==> src/rtl/fft_stage_seq.sv <==
// Beat/frame sequencer for a 16-lane FFT butterfly stage: tracks beat index and twiddle
// address, aligns valid/sof/eof with the butterfly output and counts completed frames.
module fft_stage_seq #(
    parameter int BEATS   = 32,
    parameter int BEAT_W  = 5,
    parameter int LATENCY = 5,
    parameter int FCNT_W  = 8
) (
    input  logic              clk,
    input  logic              rst,
    input  logic              din_valid,
    input  logic              clr_err,
    output logic [BEAT_W-1:0] beat_idx,
    output logic [BEAT_W-1:0] tw_addr,
    output logic              bfly_en,
    output logic              dout_valid,
    output logic              sof_out,
    output logic              eof_out,
    output logic [FCNT_W-1:0] frame_cnt,
    output logic              err_gap,
    output logic              busy
);

    typedef enum logic [1:0] {
        IDLE  = 2'd0,
        RUN   = 2'd1,
        DRAIN = 2'd2
    } state_t;

    state_t            state, state_nxt;
    logic [BEAT_W-1:0] count, count_nxt;
    logic              gap;
    logic              pipe_busy;

    logic [LATENCY-1:0] vld_pipe;
    logic [LATENCY-1:0] sof_pipe;
    logic [LATENCY-1:0] eof_pipe;

    assign pipe_busy = |vld_pipe;

    always_comb begin
        state_nxt = state;
        count_nxt = count;
        gap       = 1'b0;
        case (state)
            IDLE: begin
                if (din_valid) begin
                    state_nxt = RUN;
                    count_nxt = BEAT_W'(1);
                end
            end
            RUN: begin
                if (din_valid) begin
                    if (count == BEAT_W'(BEATS - 1)) begin
                        state_nxt = DRAIN;
                        count_nxt = '0;
                    end else begin
                        count_nxt = count + BEAT_W'(1);
                    end
                end else begin
                    // Missing beat mid-frame: abandon the frame, let accepted beats drain.
                    gap       = 1'b1;
                    state_nxt = DRAIN;
                    count_nxt = '0;
                end
            end
            DRAIN: begin
                if (din_valid) begin
                    state_nxt = RUN;
                    count_nxt = BEAT_W'(1);
                end else if (!pipe_busy) begin
                    state_nxt = IDLE;
                end
            end
            default: begin
                state_nxt = IDLE;
                count_nxt = '0;
            end
        endcase
    end

    always_ff @(posedge clk) begin
        if (rst) begin
            state <= IDLE;
            count <= '0;
        end else begin
            state <= state_nxt;
            count <= count_nxt;
        end
    end

    assign beat_idx = (state == RUN) ? count : '0;
    assign tw_addr  = beat_idx;

    // Stage 0 captures the accepted beat; stage LATENCY-1 is the stage output.
    always_ff @(posedge clk) begin
        if (rst) begin
            vld_pipe <= '0;
            sof_pipe <= '0;
            eof_pipe <= '0;
        end else begin
            vld_pipe[0] <= din_valid;
            sof_pipe[0] <= din_valid & (beat_idx == '0);
            eof_pipe[0] <= din_valid & (beat_idx == BEAT_W'(BEATS - 1));
            for (int i = 1; i < LATENCY; i++) begin
                vld_pipe[i] <= vld_pipe[i-1];
                sof_pipe[i] <= sof_pipe[i-1];
                eof_pipe[i] <= eof_pipe[i-1];
            end
        end
    end

    assign dout_valid = vld_pipe[LATENCY-1];
    assign sof_out    = sof_pipe[LATENCY-1];
    assign eof_out    = eof_pipe[LATENCY-1];

    always_ff @(posedge clk) begin
        if (rst) begin
            frame_cnt <= '0;
        end else if (dout_valid && eof_out) begin
            frame_cnt <= frame_cnt + FCNT_W'(1);
        end
    end

    always_ff @(posedge clk) begin
        if (rst) begin
            err_gap <= 1'b0;
        end else if (gap) begin
            err_gap <= 1'b1;
        end else if (clr_err) begin
            err_gap <= 1'b0;
        end
    end

    assign bfly_en = din_valid | pipe_busy;
    assign busy    = (state == RUN) | pipe_busy;

endmodule

==> config.mk <==
export PLATFORM = sky130hd
export DESIGN_NAME = fft_stage_seq
export DESIGN_NICKNAME = d
export VERILOG_FILES = /design/src/rtl/fft_stage_seq.sv
export SDC_FILE = /design/constraint.sdc
export NUM_CORES = 1
export LEC_CHECK = 0
export CAP_MARGIN = 20
export CORE_MARGIN = 1.5
export CORE_UTILIZATION = 48
export DETAILED_ROUTE_END_ITERATION = 8
export PLACE_DENSITY = 0.83
export SYNTH_ARGS = -nofsm -noshare
export SYNTH_HDL_FRONTEND = slang
export SYNTH_SLANG_ARGS = --single-unit
==> constraint.sdc <==
create_clock -name clk -period 2.5 [get_ports clk]
set_input_delay 0.5 -clock clk [delete_from_list [all_inputs] [get_ports clk]]
set_output_delay 0.5 -clock clk [all_outputs]
set_load 0.05 [all_outputs]
# Yosys cells after proc, flatten, opt, wreduce, memory -nomap -nowiden
# Index checks and enable logic that the tools add are counted.
dict set report op_classes {
  n_addsub 2
  n_eq_ne 8
  muxes 15
  bitwise 4
  n_reduce_logical 7
}
# operator count
set ops {}
lappend ops {{$mux 5} 4}
lappend ops {{$eq 5x5->1 const B} 2}
lappend ops {{$mux 2} 5}
lappend ops {{$pmux 5 s2} 1}
lappend ops {{$add 8x1->8 const B} 1}
lappend ops {{$ne 3x3->1 const B} 2}
lappend ops {{$pmux 2 s3} 1}
lappend ops {{$add 5x1->5 const B} 1}
lappend ops {{$logic_not 5->1} 1}
lappend ops {{$reduce_or 5->1} 1}
lappend ops {{$mux 1} 4}
lappend ops {{$reduce_and 3->1} 1}
lappend ops {{$and 1x1->1} 2}
lappend ops {{$eq 2x1->1 const B} 1}
lappend ops {{$eq 2x2->1 const B} 1}
lappend ops {{$logic_not 2->1} 1}
lappend ops {{$ne 2x1->1 const B} 1}
lappend ops {{$ne 2x2->1 const B} 1}
lappend ops {{$or 1x1->1} 2}
lappend ops {{$reduce_bool 2->1} 1}
lappend ops {{$reduce_or 2->1} 1}
lappend ops {{$logic_and 1x1->1} 1}
dict set report totals {
  regBits 31
  elab_cells 43
}

# Longest topological paths before layout
dict set report depth {
  ltp_word 4
  mapped_depth 6
  depth_no_buf 6
}

# Worst setup path before layout
# No wires, ideal clock.
dict set report synth_timing {
  path_type {register to output}
  start {register vld_pipe[4]}
  end {output port bfly_en}
  arrival_ns 1.527
  t_required_ns 2.000
  setup_slack_ns 0.473
  stages_incl_launch_ff 3
  n_path_buf 0
  path_cell_list {dfxtp_1 > or4_1 > or3_1}
}
dict set report synth_via {
  elab_chain_cells 2
}
# item line_no
set synth_lines {}
lappend synth_lines {{from (decl)} 35} ;# logic [LATENCY-1:0] vld_pipe;
lappend synth_lines {{from (signal, indexed assignment)} 106} ;# vld_pipe[i] <= vld_pipe[i-1];
lappend synth_lines {{$reduce_or 5->1} 39} ;# assign pipe_busy = |vld_pipe;
lappend synth_lines {{$or 1x1->1} 135} ;# assign bfly_en = din_valid | pipe_busy;
lappend synth_lines {{to (decl)} 15} ;# output logic bfly_en,
# Every way passes these cells.

# Worst setup path in the final report
dict set report layout_timing {
  start {register vld_pipe[0]}
  end {output port bfly_en}
}
# The elaborated chain is that of the path after synthesis.

==> results.md <==
* Status: completed
* Int Pwr at 0.657 mW
* Synth Area in Compound Gates at 12.3%
* Leakage at about 0.58 nW
* Drt drc at 0
* Worst-path cell chain: or4_1, or3_1, buf_4
* Layout cells sized above 1 at 14.0%
* Startpoint Class: flip-flop
* HP Class: reg2reg
* Tmin final at 2240 ps
* Arrival @ worst endpoint at between 1500 and 2000 ps
* Switching power at 0.199 mW
* P&R area growth vs syn at 24.2%
* Final Non-Filler Cells at approximately 190
* Total power at 0.856 mW
* Post-route ant nets at 0
* N_diodes at 0
* Peak Freq at ~0.45 GHz
* Worst Setup Slack, final at around 260 ps
* Mux cell area share after synthesis at 0%
* CTS tree: done
* Starting Density at about 50%
* Post-CTS resize count at 0
* Clock sinks at 31
* Utilization after layout at ~62%
* CP max stage delay at around 560 ps
* Largest family of logic cells by synthesized area: simple AND/OR/NAND/NOR gates
* Nets@finish at 164
* Fin. Hold Viols at 0
* Routability cong. at ~0.82
* Hold buffer count at CTS at 0
* Synth Warn # at 0
* Post-route cell area at 1520 sq um
* Core Area at 2450 sq um
* Slew Limit Fails at 0
* Switching share of power at a little under a quarter
* Total die area at between 2000 and 3000 sq um
* Layout Skew at ~5.7 ps
* DPL Wire Length at roughly 1600 um
* Critical-path top delay cell: or4_1
* First-pass GRT wire length at 3450 um
* DIE WIDTH at between 50 and 60 um
* DP Area at approximately 1500 sq um
* WS Path Type: reg2out
* VDD IR max at about 0.42 mV
* Ranking of synthesized cells by area: dfxtp_1 (51%), nor2b_1 (7.6%), a21oi_1 (4.5%)
* Period utilization at approximately 90%
* Seq/Total Area, Yosys at roughly half
* Clock Latency Late Sink at between 300 and 400 ps
* Number of max-cap violations at 0
* Netlist cell types at 30
* Row count at 18
* # setup viols final at 0
* Xor and xnor area share after synthesis at under 10%
* Setup TNS at 0 ps
* Critical Path End Type: output pin
* Top cell type's share of synthesized area at 50.6%
* Synth Area in Simple Gates at between 20 and 30%
* Relative slew slack at 65.8%
* H-tree depth at 2
* Slew of the pin with the lowest slew margin at 511 ps
* Root Buffer: clkbuf_4
* Die H at 53.6 um
* Req. time, crit path at ~2000 ps
* Ports at 28
* Synthesized cell area at around 1200 sq um
* Largest net degree at the start of global routing at 17
* Port-buffer cells at 27
* Initial antenna violation count at 0
* DR pass1 iterations at 4
* Post-CTS setup repair buffer count at 0
* CTS Buffer Depth at 2
* Starting DRT DRC Count at 14
* Synth Register Bits at 31
* Vias in the first global route at 849
* Remaining global-route overflow at 0
* Fillers at around 220
* Syn_area_per_cell at between 9 and 10 sq um
* Register share of total power at between 50% and 60%
* Final WL at approximately 2200 um
* Buf/Inv on CP at 1
* Cell taking the most area after synthesis: dfxtp_1
* Total GRT Usage at 16.9%
* Mapped Cells at 130
* Final hold slack at about 440 ps
* CP max FO at 3
* Total CTS buffers at 5
* CP top delay family: simple AND/OR/NAND/NOR gates
* RSZ-0062 raised after global routing: false
* Clk network pwr share at roughly a third
* Clk pin slew, worst setup/hold paths at about 80 ps
* Vias per cell at 5.40
* Syn_nets at around 140
* Combinational share of power at about 7.8%
* Vias at 1010
* Synth Area in Adders at a little over 3%
* Routed WL per cell at 11.5 um
* Placed cell count at 180
* Power per cell area at ~560 nW/um^2
* Dpl ws at around 350 ps
-- layout by cell type, fill, tap and decap left out, types with 5 or more instances in the layout --
cell type,instances
dfxtp_1,31
nor2b_1,15
clkdlybuf4s50_1,15
buf_4,14
a21oi_1,11
and2_1,7
o21ai_0,7
nor2_1,7
or3_1,5
clkbuf_4,5
-- path summary, 6_finish.rpt --
check / cells past startpoint / from / slack, ps / end
setup / recovery: 3 / vld_pipe[0]$_SDFF_PP0_ / 260 / bfly_en
hold / removal: 1 / sof_pipe[2]$_SDFF_PP0_ / 440 / sof_pipe[3]$_SDFF_PP0_
setup reg to reg: 6 / count[0]$_SDFFE_PP0P_ / 520 / count[2]$_SDFFE_PP0P_
hold reg to reg: 1 / sof_pipe[2]$_SDFF_PP0_ / 440 / sof_pipe[3]$_SDFF_PP0_
-- cells by family after synthesis --
family / after synthesis
compound gates: 26
xor+xnor: 2
fa+ha+maj: 3
buf+inv: 13
flops: 31
simple gates: 55
-- registers in the layout, summed over array words and instances, names as in the netlist --
name	count
vld_pipe	5
eof_pipe	5
sof_pipe	5
err_gap	1
count	5
frame_cnt	8
state	2
-- layer usage --
metal | GRT usage, % | vias up | wire [um]
met2 | 29.2 | 36 | 1040
met5 | 0 | - | 0
li1 | - | 505 | -
met3 | 7.50 | 3 | 174
met4 | 5.98 | 0 | 14
met1 | 18.2 | 466 | 936
-- cell type report --
cell class                      instances  area [sq um]  area share [%]
Sequential cell                        31           621            40.7
Multi-Input combinational cell         86           539            35.4
Clock buffer                            6          51.3            3.37
Timing Repair Buffer                   29           255            16.7
Tap cell                               30          37.5            2.46
Inverter                                4          15.0           0.985
Clock inverter                          1          5.00           0.328
-- worst reg2reg max path: cells and delay by family, from the launching register on --
| family | cells | cell delay [ps] |
|---|---|---|
| AND/OR/NAND/NOR | 3 | 980 |
| adder cells (fa/ha/maj) | 2 | 410 |
| flip-flops | 1 | 370 |
| AO/OA/AOI/OAI | 1 | 150 |
-- power by group through the flow --
stage	Combinational (mW)	Clock, mW	Sequential [mW]
after floorplan	0.0430	0	0.521
after global placement	0.0660	0	0.519
after detailed placement	0.0669	0	0.519
after CTS	0.0672	0.293	0.508
after global routing	0.0718	0.314	0.509
final	0.0670	0.281	0.508
-- cell usage after synthesis (all sizes together) --
master / instances
or2b: 1
and4bb: 1
o22ai: 1
xor2: 1
a41oi: 1
buf: 5
or3: 5
nand2: 3
nand4: 4
nor2b: 15
nand2b: 1
a22oi: 1
o31ai: 2
o211ai: 1
nor2: 7
and3: 1
o21ai: 7
clkbuf: 4
ha: 3
o21bai: 1
xnor2: 1
a32oi: 1
and2: 7
dfxtp: 31
or4b: 1
nand3: 4
or4: 4
nor3: 1
inv: 4
a21oi: 11
Power figures use the tool's default switching activity.
==> RTL change: new RTL, config.mk and constraints unchanged <==
The parameter `LATENCY` goes from 5 to 6.
--- a/src/rtl/fft_stage_seq.sv
+++ b/src/rtl/fft_stage_seq.sv
@@ -5,3 +5,3 @@
     parameter int BEAT_W  = 5,
-    parameter int LATENCY = 5,
+    parameter int LATENCY = 6,
     parameter int FCNT_W  = 8
Formal check against the unedited RTL: not equivalent (Yosys sat finds a counterexample within 10 cycles, from zero or initial values and one cycle with rst high).
==> RTL change against the original RTL <==
Non-clock buffer count increased by 1; worst setup slack worse by 0.10 ns; routed wire length increased by 21%; register-to-register slack got worse by 0.11 ns; sequential share of layout area grew 0.057 points; synthesized area up 6.7%; synthesized cell count rose by 4.6%; sequential cell count is 3 higher; total power is 34% higher; via count rose by 8.0%; cell area grew 9.5%; critical path type unchanged.
==> RTL change: results (changes against the original RTL) <==
outcome: "finished, final reports clean"
yosys-top-cells-area: "dfxtp_1 52%, nor2b_1 8.6%, a21oi_1 4.2%, or4_1 3.4%, and2_1 3.3%"
use_met2_pct: 32.65  # +3.4 points
use_met3_pct: 7.963  # +0.46 points
power.leakage_nw: 0.6443  # +10%
wl_met3_um: 144  # -17%
clkLatencyLatePin_ns: 0.34  # +0.03 ns
dr.pass1.iters: 4  # unchanged
synth_fa_ha_area_share_pct: 2.865  # -0.19 points
grt_util_met1_pct: 18.93  # +0.75 points
p_comb_w: 0.0000695  # +3.7%
synth_common_cells: "34 x dfxtp_1, 18 x nor2b_1, 11 x a21oi_1"
synthXorXnorAreaFrac_pct: 1.337  # -0.090 points
layout-drive-gt1-share_pct: 14.55  # +0.53 points
synth_compound_area_share_pct: 11.65  # -0.68 points
grt_pass1_wl_mm: 4.450  # +29%
grt_max_degree: 24  # +7
gp_congestion: 0.7508  # -8.6%
cts-resized-gates: 0  # unchanged
syn-num-nets: 143  # +4.4%
p_sw_share_pct: 20.28  # -3.0 points
nFillCells: 200  # -8.7%
ir_worst_vdd_mv: 0.4271  # +1.4%
async_flop_share_pct: 0  # unchanged
ys_seq_area_share_pct: 51.96  # +1.4 points
seq_area_um2: 680.7  # +9.7%
first_iter_violations: 24  # +10
grt.total_usage_pct: 18.53  # +1.6 points
p_seq_share_pct: 48.5  # -11 points
clock_skew_ns: 0.003071  # -0.002661 ns
cp_top_family: "simple AND/OR/NAND/NOR gates"
wl_met1_mm: 1.128  # +21%
max-slew-margin-rel_pct: 66.84  # +1.0 points
clk_pin_slew_worst_paths_ns: 0.10  # +0.02 ns
avgRoutedWirePerCell_um: 13.37  # +16%
==> RTL change: changes by cell type after synthesis <==
cell,change
o311ai_0,+1
dfxtp_1,+3
or3_1,-2
o211ai_1,-1
or4_1,+2
nor2b_1,+3
==> RTL change: worst paths after layout <==
kind,startpoint,end,slack (ns),cells after the start
setup / recovery,vld_pipe[1]$_SDFF_PP0_,busy,0.16,3
hold / removal,sof_pipe[3]$_SDFF_PP0_,sof_pipe[4]$_SDFF_PP0_,0.45,1
setup reg to reg,count[0]$_SDFFE_PP0P_,count[2]$_SDFFE_PP0P_,0.41,6
hold reg to reg,sof_pipe[3]$_SDFF_PP0_,sof_pipe[4]$_SDFF_PP0_,0.45,1
==> RTL change: cell type report <==
type                    count  share of cell area (%)
flip-flops and latches     34                   40.78
multi-input cells          89                   33.66
repair buffers             30                   15.74
clock inverters             2                   3.598
clock buffers               6                   3.073
well taps                  30                   2.249
inverters                   4                  0.8996
==> RTL change: cell families after synthesis <==
family / Yosys count
adder cells (fa/ha/maj): 3
flip-flops: 34
buffers and inverters: 13
AND/OR/NAND/NOR: 58
AO/OA/AOI/OAI: 26
XOR/XNOR: 2
==> RTL change: metrics by stage <==
| stage | cells | utilization [%] | setup slack, ns | instance area, um2 | power (W) |
|---|---|---|---|---|---|
| after detailed placement | 187 | 61.76 | 0.3262 | 1558 | 0.0006376 |
| after CTS | 195 | 66.17 | 0.1248 | 1669 | 0.001157 |
| after floorplan | 136 | - | 0.4991 | 1310 | 0.0006130 |
| after global placement | 187 | 61.76 | 0.3084 | 1558 | 0.0006355 |
| after global routing | 195 | 66.17 | 0.05333 | 1669 | 0.001193 |
| final | 195 | 66.17 | 0.1556 | 1669 | 0.001148 |
